`config.mk`:
```
export PLATFORM = sky130hd
export DESIGN_NAME = axis_circular_bram_reader
export DESIGN_NICKNAME = d
export VERILOG_FILES = /design/src/rtl/axis_circular_bram_reader_pkg.sv /design/src/rtl/axis_circular_bram_reader_skid.sv /design/src/rtl/axis_circular_bram_reader.sv
export SDC_FILE = /design/constraint.sdc
export NUM_CORES = 1
export LEC_CHECK = 0
export ABC_AREA = 1
export CORE_MARGIN = 2
export CORE_UTILIZATION = 51
export CTS_CLUSTER_DIAMETER = 100
export DETAILED_ROUTE_END_ITERATION = 10
export MAX_ROUTING_LAYER = met4
export PLACE_DENSITY = 0.81
export SLEW_MARGIN = 20
export SYNTH_ARGS = -nofsm -noshare
export SYNTH_HDL_FRONTEND = slang
export SYNTH_SLANG_ARGS = --single-unit
```
`constraint.sdc`:
```
create_clock -name aclk -period 4.4 [get_ports aclk]
set_input_delay 0.66 -clock aclk [delete_from_list [all_inputs] [get_ports aclk]]
set_output_delay 0.66 -clock aclk [all_outputs]
set_load 0.03 [all_outputs]
```
`src/rtl/axis_circular_bram_reader_pkg.sv`:
```
// Shared definitions for the circular BRAM read-back path.
package axis_circular_bram_reader_pkg;

    typedef enum logic [1:0] {
        ST_IDLE  = 2'd0,
        ST_RUN   = 2'd1,
        ST_DRAIN = 2'd2
    } state_t;

    // Cycles from address to valid read data on BRAM port A.
    localparam int BRAM_RD_LAT = 1;

    // Entries in the output skid buffer.
    localparam int SKID_DEPTH = 2;

endpackage

```
`src/rtl/axis_circular_bram_reader_skid.sv`:
```
// Two-entry data+tlast FIFO. Its head drives the AXI4-Stream outputs; the
// occupancy feeds the read-credit calculation in the top level.
module axis_skid_buffer2
    import axis_circular_bram_reader_pkg::*;
#(
    parameter int W = 32
) (
    input  logic         clk,
    input  logic         rst_n,
    input  logic         push_valid,
    input  logic [W-1:0] push_data,
    input  logic         push_last,
    input  logic         head_ready,
    output logic         head_valid,
    output logic [W-1:0] head_data,
    output logic         head_last,
    output logic [1:0]   occupancy
);

    logic [W-1:0] d0, d1;
    logic         l0, l1;
    logic [1:0]   occ_q;
    logic         pop;

    assign head_valid = (occ_q != 2'd0);
    assign head_data  = d0;
    // Entry 1 can hold a stale tlast after draining, so mask it when empty.
    assign head_last  = l0 & head_valid;
    assign occupancy  = occ_q;
    assign pop        = head_valid & head_ready;

    // Entry 0 is always the oldest word; entry 1 only fills when 0 is busy.
    always_ff @(posedge clk or negedge rst_n) begin
        if (!rst_n) begin
            d0    <= '0;
            d1    <= '0;
            l0    <= 1'b0;
            l1    <= 1'b0;
            occ_q <= 2'd0;
        end else begin
            unique case ({push_valid, pop})
                2'b10: begin
                    if (occ_q == 2'd0) begin
                        d0    <= push_data;
                        l0    <= push_last;
                        occ_q <= 2'd1;
                    end else if (occ_q < 2'(SKID_DEPTH)) begin
                        d1    <= push_data;
                        l1    <= push_last;
                        occ_q <= 2'd2;
                    end
                end
                2'b01: begin
                    d0    <= d1;
                    l0    <= l1;
                    occ_q <= occ_q - 2'd1;
                end
                2'b11: begin
                    if (occ_q == 2'd1) begin
                        d0 <= push_data;
                        l0 <= push_last;
                    end else begin
                        d0 <= d1;
                        l0 <= l1;
                        d1 <= push_data;
                        l1 <= push_last;
                    end
                end
                default: ;
            endcase
        end
    end

endmodule

```
`src/rtl/axis_circular_bram_reader.sv`:
```
// Reads the circular capture BRAM in time order, starting cfg_pre words before
// the trigger, and emits the words as a single AXI4-Stream packet.
module axis_circular_bram_reader
    import axis_circular_bram_reader_pkg::*;
#(
    parameter int AXIS_TDATA_WIDTH = 32,
    parameter int BRAM_DATA_WIDTH  = 32,
    parameter int BRAM_ADDR_WIDTH  = 16,
    parameter int CNTR_WIDTH       = 32
) (
    input  logic                        aclk,
    input  logic                        aresetn,
    input  logic [CNTR_WIDTH-1:0]       trigger_pos,
    input  logic [BRAM_ADDR_WIDTH-1:0]  cfg_pre,
    input  logic [BRAM_ADDR_WIDTH:0]    cfg_len,
    input  logic                        start,
    output logic                        busy,
    output logic                        done,
    output logic                        bram_porta_clk,
    output logic                        bram_porta_rst,
    output logic [BRAM_ADDR_WIDTH-1:0]  bram_porta_addr,
    input  logic [BRAM_DATA_WIDTH-1:0]  bram_porta_rddata,
    input  logic                        m_axis_tready,
    output logic [AXIS_TDATA_WIDTH-1:0] m_axis_tdata,
    output logic                        m_axis_tvalid,
    output logic                        m_axis_tlast
);

    localparam int             AW       = BRAM_ADDR_WIDTH;
    localparam logic [AW:0]    DEPTH    = {1'b1, {AW{1'b0}}};
    localparam logic [AW-1:0]  ADDR_ONE = AW'(1);
    localparam logic [AW:0]    LEN_ONE  = (AW+1)'(1);

    state_t                    state, state_nxt;
    logic [AW-1:0]             addr_q, start_addr;
    logic [AW:0]               remaining, len_eff;
    logic [BRAM_RD_LAT-1:0]    rd_pipe, rd_last_pipe;
    logic                      busy_q, done_q;
    logic                      accept, issue, finish;
    logic [3:0]                fill;
    logic [1:0]                occ;
    logic                      head_valid, head_last, pop;
    logic [AXIS_TDATA_WIDTH-1:0] head_data;
    logic                      unused_bits;

    // Only the low address bits of the capture counter matter.
    generate
        if (CNTR_WIDTH > AW) begin : g_hi_bits
            assign unused_bits = ^trigger_pos[CNTR_WIDTH-1:AW];
        end else begin : g_no_hi_bits
            assign unused_bits = 1'b0;
        end
    endgenerate

    // Packet geometry from the live config; only used at the accept cycle.
    always_comb begin
        start_addr = trigger_pos[AW-1:0] - cfg_pre;
        len_eff    = (cfg_len > DEPTH) ? DEPTH : cfg_len;
    end

    assign pop = head_valid & m_axis_tready;

    // Words that will occupy the skid once every read in flight has landed.
    // A pop this cycle frees a slot in time, which keeps 1 beat/cycle.
    always_comb begin
        fill = 4'(occ);
        for (int i = 0; i < BRAM_RD_LAT; i++) begin
            fill = fill + 4'(rd_pipe[i]);
        end
        fill = fill - 4'(pop);
    end

    // Next state and per-cycle strobes.
    always_comb begin
        state_nxt = state;
        accept    = 1'b0;
        issue     = 1'b0;
        finish    = 1'b0;
        unique case (state)
            ST_IDLE: begin
                if (start) begin
                    accept = 1'b1;
                    if (len_eff != '0) state_nxt = ST_RUN;
                end
            end
            ST_RUN: begin
                if (remaining != '0 && fill < 4'(SKID_DEPTH)) begin
                    issue = 1'b1;
                    if (remaining == LEN_ONE) state_nxt = ST_DRAIN;
                end
            end
            ST_DRAIN: begin
                if (pop && head_last) begin
                    finish    = 1'b1;
                    state_nxt = ST_IDLE;
                end
            end
            default: state_nxt = ST_IDLE;
        endcase
    end

    // State register.
    always_ff @(posedge aclk or negedge aresetn) begin
        if (!aresetn) state <= ST_IDLE;
        else          state <= state_nxt;
    end

    // Address/length counters, read-tag pipe and status flags.
    always_ff @(posedge aclk or negedge aresetn) begin
        if (!aresetn) begin
            addr_q       <= '0;
            remaining    <= '0;
            rd_pipe      <= '0;
            rd_last_pipe <= '0;
            busy_q       <= 1'b0;
            done_q       <= 1'b0;
        end else begin
            rd_pipe[0]      <= issue;
            rd_last_pipe[0] <= issue && (remaining == LEN_ONE);
            for (int i = 1; i < BRAM_RD_LAT; i++) begin
                rd_pipe[i]      <= rd_pipe[i-1];
                rd_last_pipe[i] <= rd_last_pipe[i-1];
            end
            if (accept) begin
                done_q <= (len_eff == '0);
                if (len_eff != '0) begin
                    busy_q    <= 1'b1;
                    addr_q    <= start_addr;
                    remaining <= len_eff;
                end
            end
            if (issue) begin
                addr_q    <= addr_q + ADDR_ONE;
                remaining <= remaining - LEN_ONE;
            end
            if (finish) begin
                busy_q <= 1'b0;
                done_q <= 1'b1;
            end
        end
    end

    axis_skid_buffer2 #(
        .W (AXIS_TDATA_WIDTH)
    ) u_skid (
        .clk        (aclk),
        .rst_n      (aresetn),
        .push_valid (rd_pipe[BRAM_RD_LAT-1]),
        .push_data  (AXIS_TDATA_WIDTH'(bram_porta_rddata)),
        .push_last  (rd_last_pipe[BRAM_RD_LAT-1]),
        .head_ready (m_axis_tready),
        .head_valid (head_valid),
        .head_data  (head_data),
        .head_last  (head_last),
        .occupancy  (occ)
    );

    assign busy            = busy_q;
    assign done            = done_q;
    assign bram_porta_clk  = aclk;
    assign bram_porta_rst  = ~aresetn;
    assign bram_porta_addr = addr_q;
    assign m_axis_tvalid   = head_valid;
    assign m_axis_tdata    = head_data;
    assign m_axis_tlast    = head_last;

endmodule

```
==> results of run 1 <==
logic make-up (layout without fill, tap and decap cells):
group           count (synthesis)  in the layout  share of synthesized area
compound gates                120            120                     0.1071
xor+xnor                       26             26                    0.03424
fa+ha+maj                      22             22                    0.04365
buf+inv                       163            292                     0.1031
flops                         107            107                     0.4026
mux                             1              1                   0.001693
simple gates                  474            474                     0.3076
metal layers:
metal,part of all wire,global-route usage,vias to the layer above,wire length (um)
li1,-,-,3185,-
met3,0.059,0.03909,27,1000
met2,0.46,0.3927,204,7733
met5,0,-,-,0
met1,0.46,0.3424,2979,7760
met4,0.023,0.1017,0,386
worst max-delay path, stage by stage, from the launching register on:
cell      delay [ps]
dfrtp_1          390
inv_1            130
ha_1             260
nor2_2           370
nand2_1          150
a21oi_1          240
fa_1             450
inv_1             70
nand3_1          140
nor2_4           230
nand2_4          200
nand2_4          310
clkinv_2         380
nand2_1          150
nand3_1           90
state kept, by name (all words and copies together), names as in the netlist:
name	flops
rd_last_pipe	1
u_skid.occupancy	2
remaining	17
u_skid.d1	32
rd_pipe	1
u_skid.l1	1
bram_porta_addr	16
state	2
busy	1
done	1
u_skid.l0	1
u_skid.head_data	32
path summary, 6_finish.rpt:
kind / cells after the start / slack (ps) / to / startpoint
worst min register to register: 2 / 480 / u_skid.l1 / rd_last_pipe
worst max register to register: 14 / 690 / bram_porta_addr[10] / u_skid.occupancy[1]
min in group aclk: 2 / 480 / u_skid.l1 / rd_last_pipe
worst max-delay path: 14 / 690 / bram_porta_addr[10] / u_skid.occupancy[1]
worst min-delay path: 2 / 360 / remaining[8] / aresetn
max in group asynchronous: 3 / 2790 / bram_porta_addr[2] / aresetn
cell type report:
class / count / area (sq um) / area share
clock buffer: 16 / 331.6 / 0.03918
clock inverter: 3 / 22.52 / 0.002662
inverter: 128 / 484.2 / 0.05722
multi-input combinational: 643 / 3302 / 0.3902
sequential: 107 / 2678 / 0.3164
tap: 172 / 215.2 / 0.02543
timing repair buffer: 145 / 1429 / 0.1689
cells in the mapped netlist, types with 2 or more instances:
master / n / area (sq um)
nand2_1: 252 / 945.9
inv_1: 123 / 461.7
nand3_1: 114 / 570.6
dfrtp_1: 107 / 2678
nor2_1: 73 / 274.0
o21ai_0: 53 / 265.3
o211ai_1: 33 / 247.7
a21oi_1: 20 / 100.1
ha_1: 20 / 250.2
clkbuf_1: 16 / 60.06
xor2_1: 16 / 140.1
xnor2_1: 10 / 87.58
buf_2: 8 / 40.04
nand4_1: 8 / 50.05
nor3_1: 7 / 35.03
o21ai_1: 6 / 30.03
buf_6: 5 / 56.30
nand3b_1: 4 / 30.03
buf_4: 3 / 22.52
nor2_2: 3 / 18.77
buf_1: 2 / 7.510
clkinv_1: 2 / 7.510
fa_1: 2 / 40.04
nand2_4: 2 / 22.52
nor2_4: 2 / 22.52
nor3b_1: 2 / 15.01
o211ai_2: 2 / 25.02
or2_2: 2 / 12.51
where the power goes:
group / internal (mW) / total, mW / switching [mW]
sequential: 1.46 / 1.79 / 0.329
clock: 0.531 / 0.934 / 0.404
combinational: 1.22 / 3.40 / 2.18
==> out/metrics.yaml, run 1 <==
core-area_sq_um: 12670
relSlewSlack: 0.4268
cp.arrival_ps: 4040
cap_viol_max_count: 0
ys_seq_area_frac: 0.4026
yosys_warnings: 0
startpoint_type: "flip-flop"
grt_pass1_vias: 5982
rsz0062_at_grt: "no"
worstPathMaxFanout: 26
areaGrowthSynthToFinish_pct: 27.24
clock_latency_ps: 460
numPortBuffers: 138
start_util: 0.5248
vias: 6395
required_ps: 4740
final_nets: 1161
synth_cell_types: 44
syn_avg_cell_area_sq_um: 7.284
antenna_cells: 0
die_x_um: 118.2
critical_path_class: "flip-flop to flip-flop"
cts_resized: 0
antenna_found_initial: 0
num_io_pins: 155
async_flop_share: 1.000
synth-edff-count: 0
ir_drop_mv: 0.5552
vias_per_cell: 5.268
place_inst: 1196
drc_errors: 0
grt_max_degree: 66
rows: 41
dp_hpwl_mm: 12.10
hold_class: "input port to asynchronous set/reset pin"
wirelength_mm: 16.88
setup_violations: 0
synthCells: 913
power.leakage_nw: 4.085
cts_tree: "yes"
ctsHoldBuffers: 0
post-place-ws_ps: 393.5
gp_routability_congestion: 0.9647
die_area_sq_um: 13970
drtAntennaViolNets: 0
grt_overflow: 0
path_clk_slew_ps: 70
first_pass_iters: 5
timing.fmax_ghz: 0.2697
nFillCells: 1120
fin_area_sq_um: 8462
wl_per_cell_um: 13.91
grt_pass1_wl_mm: 28.58
powerDensity_nw_per_um2: 723.9
cp-end-kind: "flip-flop"
ys_ff_latch: 107
worst_pin_slew_ps: 857.8
hold_viol: 0
fin_util: 0.6678
finalPower_mw: 6.126
final_common_cell: "nand2_1"
report.final.slew_viol_count: 0
layout-drive-gt1-share: 0.04319
fin_setup_tns_ps: 0
timing.final.crit_share: 0.8427
finalNonFillerCells: 1214
holdWs_ps: 360.4
fin_ws_ps: 692.3
ys.flop_type: "dfrtp_1"
status: "finished, final reports clean"
placedInstanceArea_sq_um: 8113
track_usage: 0.2561
final_cell_mix: "nand2_1, clkdlybuf4s50_1, inv_1"
cts_setup_buffers: 0
skew_ps: 8.337
synth_fp_nets: 1036
period_needed_ps: 3708
dr.first_iter.drc_count: 501
syn_area_sq_um: 6650
fp.dieH_um: 118.2
(Power assumes the default switching activity.)
==> run 2: changes to the inputs <==
--- a/config.mk
+++ b/config.mk
@@ -7,11 +7,11 @@
 export LEC_CHECK = 0
 export ABC_AREA = 1
 export CORE_MARGIN = 2
-export CORE_UTILIZATION = 51
+export CORE_UTILIZATION = 46
 export CTS_CLUSTER_DIAMETER = 100
 export DETAILED_ROUTE_END_ITERATION = 10
 export MAX_ROUTING_LAYER = met4
-export PLACE_DENSITY = 0.81
+export PLACE_DENSITY = 0.77
 export SLEW_MARGIN = 20
 export SYNTH_ARGS = -nofsm -noshare
 export SYNTH_HDL_FRONTEND = slang
==> constraint.sdc (replaced) <==
create_clock -name aclk -period 3.3 [get_ports aclk]
set_input_delay 0.495 -clock aclk [delete_from_list [all_inputs] [get_ports aclk]]
set_output_delay 0.495 -clock aclk [all_outputs]
set_load 0.03 [all_outputs]
==> run 2 against run 1 <==
Against the previous run: final cell count rose by 1.3%; sequential cell count is the same; largest power group unchanged; utilization shrank 5.3 points; clock skew up 1.7 ps; clock power grew 46%; first-iteration DRC count up 18%; via count fell by 0.33%; wire length up 1.3%; die area increased by 10%; hold slack lost 150 ps; non-clock buffer count is 7 higher; register-to-register slack worse by 300 ps.
==> out/metrics.yaml, run 2 (synthesis gave the netlist of run 1 again) <==
cp-end-kind: "output pin"
gp_routability_congestion: 0.9435  # -2.2%
die_area_sq_um: 15430  # +10%
placedInstanceArea_sq_um: 8213  # +1.2%
clock_latency_ps: 460  # about the same
rsz0062_at_grt: "no"
power.internal_mw: 4.542  # +41%
hold_class: "input port to asynchronous set/reset pin"
dp_hpwl_mm: 12.32  # +1.8%
grt_max_degree: 55  # -17%
layout-drive-gt1-share: 0.05238  # +0.009195
cp.arrival_ps: 2470  # -1570 ps
power.leakage_nw: 4.153  # +1.7%
final_nets: 1168  # +0.60%
die_x_um: 124.2  # +5.1%
grt_pass1_vias: 5975  # -0.12%
fin_area_sq_um: 8600  # +1.6%
first_pass_iters: 5  # unchanged
ir_drop_mv: 0.8438  # +52%
fin_setup_tns_ps: 0  # unchanged
p_comb_frac: 0.557  # +0.002
grt_pass1_wl_mm: 28.26  # -1.1%
start_util: 0.4754  # -0.04943
powerDensity_nw_per_um2: 984.0  # +36%
required_ps: 2800  # -1940 ps
skew_ps: 10.07  # +1.729 ps
dr.first_iter.drc_count: 591  # +18%
core-area_sq_um: 13990  # +10%
hold_viol: 0  # unchanged
drtAntennaViolNets: 0  # unchanged
num_io_pins: 155  # unchanged
seqPwrFrac: 0.282  # -0.011
status: "finished, final reports clean"
antenna_found_initial: 0  # unchanged
final_cell_mix: "nand2_1, clkdlybuf4s50_1, inv_1"
switching_share: 0.4633  # -0.01245
wl_per_cell_um: 13.90  # about the same
wirelength_mm: 17.10  # +1.3%
areaGrowthSynthToFinish_pct: 29.31
setup_violations: 0  # unchanged
grt_overflow: 0  # unchanged
numPortBuffers: 138  # unchanged
fp.dieH_um: 124.2  # +5.1%
path_clk_slew_ps: 70  # about the same
report.final.slew_viol_count: 0  # unchanged
startpoint_type: "clock port"
antenna_cells: 0  # unchanged
final_common_cell: "nand2_1"
worst_pin_slew_ps: 718.0  # -139.8 ps
critical_path_class: "clock port to output pin"
switching_power_mw: 3.920  # +35%
worstPathMaxFanout: 2  # -92%
cts_tree: "yes"
rows: 43  # +4.9%
vias: 6374  # -0.33%
drc_errors: 0  # unchanged
clock_power_share: 0.161  # +0.008
nFillCells: 1280  # +14%
cts_resized: 0  # unchanged
relSlewSlack: 0.5214  # +0.09461
track_usage: 0.2281  # -0.02804
cts_setup_buffers: 0  # unchanged
vias_per_cell: 5.182  # -1.6%
cap_viol_max_count: 0  # unchanged
ctsHoldBuffers: 0  # unchanged
[run 2: changes by cell type in the layout (fill, tap and decap cells not counted), sizes merged]
cell,previous run,this run
clkbuf,15,14
buf,9,16
bufinv,0,1
clkinvlp,0,1
[run 2: layout make-up]
cell class	instances	area, sq um	area share
timing repair buffer	152	1519	0.1766
clock buffer	15	337.8	0.03928
sequential	107	2678	0.3114
inverter	128	484.2	0.05631
clock inverter	5	58.81	0.006838
multi-input combinational	643	3297	0.3834
tap	180	225.2	0.02619
[run 2: worst max-delay path: stages]
cell and delay (ps):
clkbuf_16 120, clkbuf_16 130, clkdlybuf4s50_1 580
[run 2: stage by stage]
step | cells | hold WS (ps) | util | power, mW | setup slack, ps
finish | 1230 | 209.9 | 0.6148 | 8.462 | 330.1
global route | 1230 | 259.6 | 0.6148 | 9.124 | 45.25
CTS | 1230 | 229.6 | 0.6148 | 8.487 | 322.5
detailed placement | 1211 | 469.1 | 0.5871 | 7.146 | 178.9
global placement | 1211 | 467.9 | 0.5871 | 7.030 | 225.3
floorplan | 913 | 199.4 | - | 5.656 | 241.5
[run 2: per-layer routing]
layer	vias to the layer above	part of all wire	track usage
met5	-	0	-
met2	199	0.46	0.3571
met3	24	0.054	0.03916
met1	2963	0.47	0.3033
li1	3188	-	-
met4	0	0.019	0.07403
[run 2: final timing paths]
check / startpoint / endpoint / slack [ps] / depth (start not counted)
setup / recovery: aclk / bram_porta_clk / 330 / 3
setup reg to reg: u_skid.occupancy[1] / remaining[11] / 390 / 15
hold / removal: aresetn / u_skid.d1[28] / 210 / 2
min in group aclk: remaining[15] / remaining[15] / 490 / 2
max in group asynchronous: aresetn / u_skid.d1[30] / 1900 / 3
hold reg to reg: remaining[15] / remaining[15] / 490 / 2
[run 2: power groups by stage]
stage	logic, mW	registers, mW	clock network, mW
6_report	4.71	2.39	1.36
5_1_grt	5.22	2.46	1.44
4_1_cts	4.72	2.38	1.39
3_5_place_dp	4.69	2.40	0.0505
3_3_place_gp	4.60	2.38	0.0505
2_1_floorplan	2.70	2.92	0.0454
